## src/rtl/bsg_fsb_murn_deser_if.sv

```systemverilog
// Link-side beat channel plus gateway-side packet channel of the deser.
// slave = deser side, master = feeder/consumer side.
interface bsg_fsb_murn_deser_if #(
  parameter int chunk_width_p = 4,
  parameter int ring_width_p  = 16
);
  logic                     v_i;
  logic                     sof_i;
  logic [chunk_width_p-1:0] data_i;
  logic                     ready_o;
  logic                     v_o;
  logic [ring_width_p-1:0]  data_o;
  logic                     ready_i;

  modport slave (
    input  v_i,
    input  sof_i,
    input  data_i,
    input  ready_i,
    output ready_o,
    output v_o,
    output data_o
  );

  modport master (
    output v_i,
    output sof_i,
    output data_i,
    output ready_i,
    input  ready_o,
    input  v_o,
    input  data_o
  );
endinterface

```

## src/rtl/bsg_fsb_murn_deser.sv

```systemverilog
// Assembles little-endian chunk beats into ring-width FSB packets,
// with framing-error detection and a saturating error counter.
module bsg_fsb_murn_deser #(
  parameter int chunk_width_p = 4,
  parameter int ring_width_p  = 16
) (
  input  logic                       clk_i,
  input  logic                       reset_n_i,
  bsg_fsb_murn_deser_if.slave        link,
  output logic                       frame_err_o,
  output logic [7:0]                 err_cnt_o
);

  localparam int beats_lp = ring_width_p / chunk_width_p;
  localparam int cnt_w_lp = (beats_lp > 2) ? $clog2(beats_lp) : 1;
  localparam logic [cnt_w_lp-1:0] last_lp = cnt_w_lp'(beats_lp - 1);

  logic [cnt_w_lp-1:0]     cnt_q, cnt_d;
  logic [ring_width_p-1:0] asm_q, asm_d;
  logic                    v_o_q, v_o_d;
  logic [ring_width_p-1:0] data_o_q, data_o_d;
  logic                    err_q, err_d;
  logic [7:0]              err_cnt_q, err_cnt_d;

  logic ready_w;
  logic accept_w;
  logic at_last_w;

  // Only the final beat can stall: it needs the output register free.
  always_comb begin
    at_last_w = (cnt_q == last_lp);
    ready_w   = !at_last_w || !v_o_q || link.ready_i;
    accept_w  = link.v_i && ready_w;
  end

  // Framing, packing and output-register next state.
  always_comb begin
    cnt_d     = cnt_q;
    asm_d     = asm_q;
    v_o_d     = v_o_q && !link.ready_i;
    data_o_d  = data_o_q;
    err_d     = 1'b0;
    err_cnt_d = err_cnt_q;
    if (accept_w) begin
      if (link.sof_i) begin
        // A sof mid-packet restarts assembly and flags the lost partial.
        if (cnt_q != '0) begin
          err_d = 1'b1;
        end
        asm_d                    = '0;
        asm_d[chunk_width_p-1:0] = link.data_i;
        cnt_d                    = cnt_w_lp'(1);
      end else if (cnt_q == '0) begin
        err_d = 1'b1;
      end else begin
        asm_d[int'(cnt_q)*chunk_width_p +: chunk_width_p] = link.data_i;
        if (at_last_w) begin
          v_o_d    = 1'b1;
          data_o_d = asm_d;
          cnt_d    = '0;
        end else begin
          cnt_d = cnt_q + cnt_w_lp'(1);
        end
      end
    end
    if (err_d && (err_cnt_q != 8'hFF)) begin
      err_cnt_d = err_cnt_q + 8'd1;
    end
  end

  // State registers with synchronous active-low reset.
  always_ff @(posedge clk_i) begin
    if (!reset_n_i) begin
      cnt_q     <= '0;
      asm_q     <= '0;
      v_o_q     <= 1'b0;
      data_o_q  <= '0;
      err_q     <= 1'b0;
      err_cnt_q <= 8'h00;
    end else begin
      cnt_q     <= cnt_d;
      asm_q     <= asm_d;
      v_o_q     <= v_o_d;
      data_o_q  <= data_o_d;
      err_q     <= err_d;
      err_cnt_q <= err_cnt_d;
    end
  end

  assign link.ready_o = ready_w;
  assign link.v_o     = v_o_q;
  assign link.data_o  = data_o_q;
  assign frame_err_o  = err_q;
  assign err_cnt_o    = err_cnt_q;

endmodule

```

## src/flat_wrapper.sv

```systemverilog
// flat-port wrapper written by rule: the top's interface ports become plain ports
module bsg_fsb_murn_deser_flat 
#(
  parameter int chunk_width_p = 4,
  parameter int ring_width_p  = 16
)
  (clk_i, reset_n_i, frame_err_o, err_cnt_o, link_v_i, link_sof_i, link_data_i, link_ready_i, link_ready_o, link_v_o, link_data_o);
  bsg_fsb_murn_deser_if #(.chunk_width_p(chunk_width_p), .ring_width_p(ring_width_p)) link_i ();
  input  logic clk_i;
  input  logic reset_n_i;
  output logic frame_err_o;
  output logic [7:0] err_cnt_o;
  input wire logic [$bits(link_i.v_i)-1:0] link_v_i;
  input wire logic [$bits(link_i.sof_i)-1:0] link_sof_i;
  input wire logic [$bits(link_i.data_i)-1:0] link_data_i;
  input wire logic [$bits(link_i.ready_i)-1:0] link_ready_i;
  output wire logic [$bits(link_i.ready_o)-1:0] link_ready_o;
  output wire logic [$bits(link_i.v_o)-1:0] link_v_o;
  output wire logic [$bits(link_i.data_o)-1:0] link_data_o;
  assign link_i.v_i = link_v_i;
  assign link_i.sof_i = link_sof_i;
  assign link_i.data_i = link_data_i;
  assign link_i.ready_i = link_ready_i;
  assign link_ready_o = link_i.ready_o;
  assign link_v_o = link_i.v_o;
  assign link_data_o = link_i.data_o;
  bsg_fsb_murn_deser #(.chunk_width_p(chunk_width_p), .ring_width_p(ring_width_p)) u_core (.clk_i(clk_i), .reset_n_i(reset_n_i), .link(link_i), .frame_err_o(frame_err_o), .err_cnt_o(err_cnt_o));
endmodule
```

## config.mk

```make
export PLATFORM = sky130hd
export DESIGN_NAME = bsg_fsb_murn_deser_flat
export DESIGN_NICKNAME = d
export VERILOG_FILES = /design/src/rtl/bsg_fsb_murn_deser_if.sv /design/src/rtl/bsg_fsb_murn_deser.sv /design/src/flat_wrapper.sv
export SDC_FILE = /design/constraint.sdc
export NUM_CORES = 1
export LEC_CHECK = 0
export BUFFER_PORTS_ARGS = -buffer_cell sky130_fd_sc_hd__buf_2
export CORE_ASPECT_RATIO = 1.4
export CORE_MARGIN = 10
export CORE_UTILIZATION = 35
export CTS_BUF_LIST = sky130_fd_sc_hd__clkbuf_8
export DETAILED_ROUTE_END_ITERATION = 10
export PLACE_DENSITY = 0.65
export SYNTH_ARGS = -nofsm -noshare
export SYNTH_HDL_FRONTEND = slang
export SYNTH_SLANG_ARGS = --single-unit
```

## constraint.sdc

```tcl
create_clock -name clk_i -period 2 [get_ports clk_i]
set_input_delay 0.4 -clock clk_i [delete_from_list [all_inputs] [get_ports clk_i]]
set_output_delay 0.4 -clock clk_i [all_outputs]
set_load 0.01 [all_outputs]
```

==> metrics, run 1 <==
Worst EP required=1600 ps; Slew @ Worst Pin=378 ps; sequential power share=0.534; Filler cells=600; classification of the worst setup path=reg2out; Final #Nets=290; Final Wtd Congestion=0.832; Mapped Cells=231; CP Buf/Inv Count=3; setup TNS=0 ps; top post-synthesis cells by area=dfxtp_1 (42%), nor2b_1 (6.6%), nor2_1 (6.1%); dpl cell area=0.00239 mm²; vias in the first global route=1770; crit share post-route=0.952; Fin. Hold Viols=0; status=finished, final reports clean; CORE AREA=0.00582 mm²; pwr/cell area=675 mW/mm²; Die Height=112 µm; Worst Slack Setup Final=96.1 ps; cell with the most instances after synthesis=dfxtp_1; die area=0.00952 mm²; Crit-path slowest cell=dfxtp_1; Synth Register Bits=44; CP startpoint kind=flop; met3 routed wirelength=219 µm; # setup viols final=0; count of inserted antenna diode cells=0; DRT met1 WL=2.24 mm; Cells after DPL=334; Power Internal=1250 µW; Starting DRT DRC Count=45; number of routed nets with antenna violations=0; grt total ovfl=0; Logic pwr share=0.122; crit path max fanout=8; Clock Sinks=44; Peak Freq=525 MHz; critical path endpoint category=primary output; CTS Root Cell=clkbuf_8; Initial Util=0.360; Layout Cells excl Fill=344; Final Max Tran Viols=0; Tot GR Track Use=0.102; Syn Nets=248; CTS HTree Levels=2; drt wl/cell=14.1 µm; family with the most delay on the worst path=buffers and inverters; synthesis-to-finish area growth=19.2%; area leader, netlist=dfxtp_1; Clk pwr share=0.343; WP data arrival=1500 ps; dpl ws=57.1 ps; Die Wd=85.4 µm; cell row count=33; worst vdd ir=0.312 mV; critical path, cell by cell=buf_4 -> ha_1 -> and3b_4 -> inv_6 -> buf_2; number of I/O port buffers=35; switching share of total power=0.259; max layer used=met4; cell area after synthesis=0.00209 mm²; CTS Buf Count=5; hold_buf cts=0; leak pwr=0.000991 µW; P_sw=437 µW; via count=1796; post-synthesis sequential area ratio=0.421; Hold Path Class=in2reg; share of the synthesized area in the top cell type=0.421; DR DRC count=0; I/O Pins=36; final WL=4.87 mm; design area=0.00250 mm²; Max clock buf depth=2; initial antenna violation count=0; max incr delay on CP=360 ps; first-pass GRT wire length=8.33 mm; Synth Area per Inst=9.07 µm²; Setup Skew=4.25 ps; clk slew on worst S/H paths=80 ps; post-synth cell types=42; Final HPWL DP=3.63 mm; EDFF count, synth=0; Top FF cell, synth=dfxtp_1; largest net degree at the start of global routing=33; synth warn=0; Clock Latency Late Sink=300 ps; DR pass1 iterations=4; Max-slew headroom=0.748; Post-synth top cells=dfxtp_1 (44), nor2_1 (34), nor2b_1 (22); minimum clock period=1900 ps; Max Cap Viol=0; Async SR Flop Fraction=0; CTS tree=done; WL met2=2.33 mm; vias per cell=5.22; layout cells sized above 1=0.237
==> worst register-to-register path, delay by kind of cell, from the launching register on <==
family                     cells  cell delay, ps
and+or+nand+nor                1             110
buffers and inverters          3             320
AOI/OAI and AO/OA              3             460
adders and majority gates      2             490
DFF                            1             370
==> placed cells by master (no fill, tap or decap), drive strengths merged, types with 3 or more instances in the layout <==
cell type and n:
clkinv 3, o21ai 4, ha 8, inv 6
nand2 6, nor2b 22, and2 5, dfxtp 44
nand4 3, clkbuf 6, a2bb2oi 12, o31ai 5
a31oi 12, nand3 9, buf 45, a211oi 17
nor2 34, a21oi 8
==> power groups by stage <==
stage | combinational (µW) | sequential, µW | clock, µW
floorplan | 127 | 924 | 0
global placement | 197 | 920 | 0
detailed placement | 199 | 921 | 0
CTS | 200 | 900 | 594
global route | 227 | 903 | 628
finish | 206 | 901 | 578
==> routing by layer <==
| metal | vias up | global-route usage |
|---|---|---|
| li1 | 924 | - |
| met1 | 825 | 0.121 |
| met2 | 41 | 0.172 |
| met3 | 6 | 0.0255 |
| met4 | 0 | 0.0385 |
| met5 | - | 0 |
==> per-stage QoR <==
stage          hold slack [ps]   util  total power [µW]
2_1_floorplan              438      -              1050
3_3_place_gp               446  0.410              1120
3_5_place_dp               460  0.410              1120
4_1_cts                    407  0.426              1690
5_1_grt                    430  0.429              1760
6_report                   414  0.429              1680
==> worst paths after layout <==
| path | cells past startpoint | start | end | slack, ps |
|---|---|---|---|---|
| worst max-delay path | 5 | u_core.cnt_q[0] | link_ready_o | 100 |
| worst min-delay path | 3 | link_v_i | u_core.frame_err_o | 410 |
| worst max register to register | 9 | u_core.cnt_q[1] | u_core.err_cnt_o[3] | 120 |
| worst min register to register | 2 | u_core.asm_q[3] | u_core.asm_q[3] | 470 |
==> area by class of cell <==
| cell class | instances | area (µm²) | area share |
|---|---|---|---|
| timing repair buffer | 45 | 263 | 0.105 |
| multi-input combinational | 170 | 1140 | 0.457 |
| tap | 70 | 87.6 | 0.0351 |
| clock inverter | 2 | 10.0 | 0.00401 |
| inverter | 7 | 31.3 | 0.0125 |
| clock buffer | 6 | 82.6 | 0.0331 |
| sequential | 44 | 881 | 0.353 |
==> cell families after synthesis <==
group / after synthesis / synth area share
flops: 44 / 0.421
compound gates: 63 / 0.225
mux: 2 / 0.00956
simple gates: 95 / 0.250
xor+xnor: 2 / 0.00836
buf+inv: 17 / 0.0388
fa+ha+maj: 8 / 0.0478
==> registers in the layout, indices dropped and copies added, names as in the netlist <==
register	cells
u_core.asm_q	16
u_core.cnt_q	2
u_core.err_cnt_o	8
u_core.frame_err_o	1
u_core.link.data_o	16
u_core.link.v_o	1
==> what timing repair did <==
| action | CTS | global route |
|---|---|---|
| setup buffers | 0 | 2 |
| gates resized for setup | 0 | 3 |
| setup endpoints to repair | 0 | 8 |
Note: power is estimated with default switching activity, not from simulation.
==> run 2: changes to the inputs <==
--- a/config.mk
+++ b/config.mk
@@ -6,12 +6,14 @@
 export NUM_CORES = 1
 export LEC_CHECK = 0
 export BUFFER_PORTS_ARGS = -buffer_cell sky130_fd_sc_hd__buf_2
+export CELL_PAD_IN_SITES_DETAIL_PLACEMENT = 1
+export CELL_PAD_IN_SITES_GLOBAL_PLACEMENT = 2
 export CORE_ASPECT_RATIO = 1.4
 export CORE_MARGIN = 10
-export CORE_UTILIZATION = 35
+export CORE_UTILIZATION = 25
 export CTS_BUF_LIST = sky130_fd_sc_hd__clkbuf_8
 export DETAILED_ROUTE_END_ITERATION = 10
-export PLACE_DENSITY = 0.65
+export PLACE_DENSITY_LB_ADDON = 0.12
 export SYNTH_ARGS = -nofsm -noshare
 export SYNTH_HDL_FRONTEND = slang
 export SYNTH_SLANG_ARGS = --single-unit
==> run 2 against run 1 <==
Against the previous run:
- combinational power is 5% higher
- die area is 31% higher
- hold slack better by 11 ps
- highest routed layer unchanged
- routed wire length is 23% higher
- largest power group unchanged
- utilization is 12 points lower
- fmax is 1.2% higher
- cell count is 9.3% higher
- critical path depth stayed put
- setup slack better by 23 ps
- clock power is 1% higher
- design area is 2.0% higher
- clock-buffer cell count stayed put
- critical path type unchanged
==> metrics, run 2 (synthesis gave the netlist of run 1 again) <==
Final Wtd Congestion=0.691 (-17%); # setup viols final=0 (unchanged); commonest non-fill, non-tap cell in the layout=dfxtp_1; Die Wd=97.4 µm (+14%); Final #Nets=290 (unchanged); number of routed nets with antenna violations=0 (unchanged); Clock Latency Late Sink=290 ps (about the same); Initial Util=0.257 (-0.103); die area=0.0125 mm² (+31%); worst vdd ir=0.285 mV (-8.7%); Slew @ Worst Pin=394 ps (+15.8 ps); CTS Buf Count=5 (unchanged); CORE AREA=0.00815 mm² (+40%); Starting DRT DRC Count=42 (-6.7%); classification of the worst setup path=reg2out; Max clock buf depth=2 (unchanged); minimum clock period=1880 ps (-22.6 ps); crit path max fanout=8 (unchanged); Post-Route Utilization=0.312 (-0.116); Setup Skew=5.67 ps (+1.42 ps); CTS HTree Levels=2 (unchanged); synthesis-to-finish area growth=21.6%; via count=1810 (+0.78%); first-pass GRT wire length=10.0 mm (+20%); Die Height=128 µm (+15%); Cells after DPL=367 (+9.9%); switching share of total power=0.267 (+0.00774); drt wl/cell=15.9 µm (+12%); I/O Pins=36 (unchanged); DR DRC count=0 (unchanged); DR pass1 iterations=4 (unchanged); most frequent cells in the layout=dfxtp_1 (44), buf_2 (35), nor2_1 (34); largest net degree at the start of global routing=33 (unchanged); sequential power share=0.529 (-0.005); Max-slew headroom=0.737 (-0.0107); Fin. Hold Viols=0 (unchanged); CTS tree=done; Worst Slack Setup Final=119 ps (+22.6 ps); vias in the first global route=1909 (+7.9%); crit share post-route=0.941 (-0.0113); grt total ovfl=0 (unchanged); Hold Path Class=in2reg; design area=0.00255 mm² (+2.0%); final WL=5.97 mm (+23%); dpl cell area=0.00245 mm² (+2.5%); CP startpoint=u_core.cnt_q[0]; Clock Sinks=44 (unchanged); CP startpoint kind=flop; status=finished, final reports clean; critical path endpoint category=primary output; initial antenna violation count=0 (unchanged); Power Internal=1250 µW (-0.12%); Peak Freq=532 MHz (+1.2%); cell row count=39 (+18%); Logic pwr share=0.128 (+0.006); Tot GR Track Use=0.0965 (-0.00592); hold_buf cts=0 (unchanged); count of inserted antenna diode cells=0 (unchanged); pwr/cell area=668 mW/mm² (-1.0%); layout cells sized above 1=0.223 (-0.0146); number of I/O port buffers=35 (unchanged); CTS Root Cell=clkbuf_8; Filler cells=974 (+62%); unrepaired setup endpoints after global routing=false; HP Start=link_v_i; Max Cap Viol=0 (unchanged); leak pwr=0.000999 µW (+0.76%); WP data arrival=1480 ps (-20 ps); Layout Cells excl Fill=376 (+9.3%); Final HPWL DP=4.38 mm (+21%); Worst EP required=1600 ps (about the same); clk slew on worst S/H paths=90 ps (about the same); Final Max Tran Viols=0 (unchanged); reg2reg start=u_core.cnt_q[0]; Clk pwr share=0.343 (about the same); dpl ws=62.3 ps (+5.16 ps); setup TNS=0 ps (unchanged); vias per cell=4.81 (-7.8%); P_sw=454 µW (+4.0%)
[run 2: cell count changes in the layout (fill, tap and decap cells not counted), sizes merged]
cell / delta
clkinv: -2
inv: +2
[run 2: stage by stage]
step                      total power [µW]  hold WS [ps]
final                                 1700           425
after global routing                  1800           416
after CTS                             1740           409
after detailed placement              1140           465
after global placement                1140           451
after floorplan                       1050           438
[run 2: critical path: stages (launching register included)]
cell	delay, ps
dfxtp_1	340
buf_4	160
ha_1	210
and3b_4	290
inv_6	50
buf_2	140
[run 2: power by group through the flow]
stage	clock network (µW)	logic (µW)	registers (µW)
detailed placement	0	218	920
global placement	0	218	920
floorplan	0	127	924
global route	652	244	902
CTS	616	220	900
finish	584	217	899
[run 2: repair_timing]
item | in CTS | in global routing
endpoints found under the setup margin | 0 | 4
setup buffers | 0 | 1
resized for setup | 0 | 1
[run 2: final timing paths]
check / slack [ps] / to / depth (start not counted)
worst max-delay path: 120 / link_ready_o / 5
worst min-delay path: 430 / u_core.frame_err_o / 3
worst max register to register: 140 / u_core.err_cnt_o[6] / 9
worst min register to register: 470 / u_core.asm_q[0] / 2
[run 2: final cells by class]
type,count,area (µm²),share of cell area
Clock buffer,6,82.6,0.0324
Clock inverter,2,7.51,0.00295
Inverter,7,31.3,0.0123
Multi-Input combinational cell,170,1140,0.448
Sequential cell,44,881,0.346
Tap cell,102,128,0.0501
Timing Repair Buffer,45,275,0.108
[run 2: metal layers]
layer  global-route usage  share of wire  up-vias
met1                0.114           0.46      858
met4               0.0283         0.0074        0
li1                     -              -      925
met3               0.0275          0.040        2
met5                    0              0        -
met2                0.166           0.49       25
==> run 3: changes to the inputs <==
--- a/config.mk
+++ b/config.mk
@@ -10,7 +10,7 @@
 export CELL_PAD_IN_SITES_GLOBAL_PLACEMENT = 2
 export CORE_ASPECT_RATIO = 1.4
 export CORE_MARGIN = 10
-export CORE_UTILIZATION = 25
+export CORE_UTILIZATION = 32
 export CTS_BUF_LIST = sky130_fd_sc_hd__clkbuf_8
 export DETAILED_ROUTE_END_ITERATION = 10
 export PLACE_DENSITY_LB_ADDON = 0.12
==> run 3 against run 2 <==
Against the previous run:
- sequential share of layout area rose by 0.36 points
- setup slack worse by 33 ps
- cell count fell by 8.0%
- power rose by 6.4%
- clock power rose by 19%
==> metrics, run 3 (synthesis gave the netlist of run 1 again) <==
status=finished, final reports clean; commonest non-fill, non-tap cell in the layout=dfxtp_1; # setup viols final=0 (unchanged); critical path endpoint category=primary output; Tot GR Track Use=0.115 (+0.0180); die area=0.0102 mm² (-18%); Final Wtd Congestion=0.763 (+10%); CTS HTree Levels=2 (unchanged); Die Wd=88.4 µm (-9.2%); via count=1830 (+1.1%); Initial Util=0.333 (+0.0756); Max Cap Viol=0 (unchanged); count of inserted antenna diode cells=0 (unchanged); grt total ovfl=0 (unchanged); Crit-path slowest cell=dfxtp_1; CTS tree=done; Worst EP required=1600 ps (about the same); Clock Latency Late Sink=310 ps (+20 ps); first-pass GRT wire length=9.20 mm (-8.1%); hold depth=3 (unchanged); Hold Path Class=in2reg; Max-slew headroom=0.715 (-0.0216); CTS Root Cell=clkbuf_8; drt wl/cell=16.0 µm (+1.0%); Layout Cells excl Fill=346 (-8.0%); worst vdd ir=0.309 mV (+8.7%); max layer used=met4; DR pass1 iterations=4 (unchanged); Final HPWL DP=4.06 mm (-7.3%); pwr/cell area=718 mW/mm² (+7.5%); CORE AREA=0.00630 mm² (-23%); vias per cell=5.29 (+9.9%); most frequent cells in the layout=dfxtp_1 (44), buf_2 (35), nor2_1 (34); critical path, cell by cell=buf_4 -> ha_1 -> and3b_4 -> inv_6 -> buf_2; unrepaired setup endpoints after global routing=true; Slew @ Worst Pin=426 ps (+32.4 ps); Final Max Tran Viols=0 (unchanged); hold_ws=395 ps (-30.3 ps); cell row count=34 (-13%); Setup Skew=6.20 ps (+0.533 ps); met3 routed wirelength=270 µm (+14%); Cells after DPL=337 (-8.2%); crit share post-route=0.957 (+0.0163); crit path max fanout=8 (unchanged); leak pwr=0.000999 µW (about the same); Max clock buf depth=2 (unchanged); minimum clock period=1910 ps (+32.5 ps); Clock Sinks=44 (unchanged); WP data arrival=1510 ps (+30 ps); Fin. Hold Viols=0 (unchanged); dpl cell area=0.00240 mm² (-2.0%); Starting DRT DRC Count=93 (+120%); number of routed nets with antenna violations=0 (unchanged); synthesis-to-finish area growth=20.3%; I/O Pins=36 (unchanged); initial antenna violation count=0 (unchanged); DRT met1 WL=2.56 mm (-6.7%); vias in the first global route=1856 (-2.8%); Post-Route Utilization=0.400 (+0.0878); design area=0.00252 mm² (-1.0%); Die Height=116 µm (-9.8%); CTS Buf Count=5 (unchanged); number of I/O port buffers=35 (unchanged); Peak Freq=523 MHz (-1.7%); worst reg2reg path depth=9 (unchanged); largest net degree at the start of global routing=33 (unchanged); clk slew on worst S/H paths=80 ps (about the same); setup TNS=0 ps (unchanged); CP startpoint kind=flop; final WL=5.55 mm (-7.0%); WL met2=2.64 mm (-10%); Final #Nets=290 (unchanged); max incr delay on CP=350 ps (about the same); classification of the worst setup path=reg2out; DR DRC count=0 (unchanged); layout cells sized above 1=0.234 (+0.0109)
==> run 3: cell types whose count changed in the layout (fill, tap and decap cells not counted), sizes merged <==
cell | previous run | this run
bufinv | 0 | 1
clkbuf | 6 | 5
clkinv | 1 | 2
inv | 8 | 7
==> run 3: layer usage <==
metal / track usage / up-vias
met5: 0 / -
met4: 0.0422 / 0
met3: 0.0358 / 8
met2: 0.192 / 28
met1: 0.133 / 872
li1: - / 922
==> run 3: worst paths after layout <==
check	startpoint	endpoint	slack, ps
setup / recovery	u_core.cnt_q[0]	link_ready_o	90
hold reg to reg	u_core.asm_q[2]	u_core.asm_q[2]	470
setup reg to reg	u_core.cnt_q[0]	u_core.err_cnt_o[1]	120
hold / removal	link_v_i	u_core.frame_err_o	400
==> run 3: report_power, final <==
group          internal (µW)  switching, µW  total, µW
clock network            366            328        695
registers                890           11.2        901
logic                   84.0            130        214
==> run 3: final cells by class <==
type,count,area [µm²]
Clock buffer,5,68.8
Clock inverter,3,38.8
Fill cell,755,3780
Inverter,7,31.3
Multi-Input combinational cell,170,1140
Sequential cell,44,881
Tap cell,72,90.1
Timing Repair Buffer,45,267
==> run 3: repair_timing <==
item	4_1_cts	5_1_grt
resized for setup	0	4
buffers inserted	0	1
setup endpoints to repair	0	7
hold buffers	0	0
==> run 3: through the flow <==
stage,setup slack (ps),total power (µW)
final,86.2,1810
after global routing,-14.6,1890
after CTS,16.7,1830
after detailed placement,53.1,1130
after global placement,110,1130
after floorplan,84.5,1050
==> run 3: worst max-delay path: cells and delay by family (launching register included) <==
| kind | cells | cell delay [ps] |
|---|---|---|
| DFF | 1 | 350 |
| and+or+nand+nor | 1 | 300 |
| adders and majority gates | 1 | 220 |
| buffers and inverters | 3 | 350 |
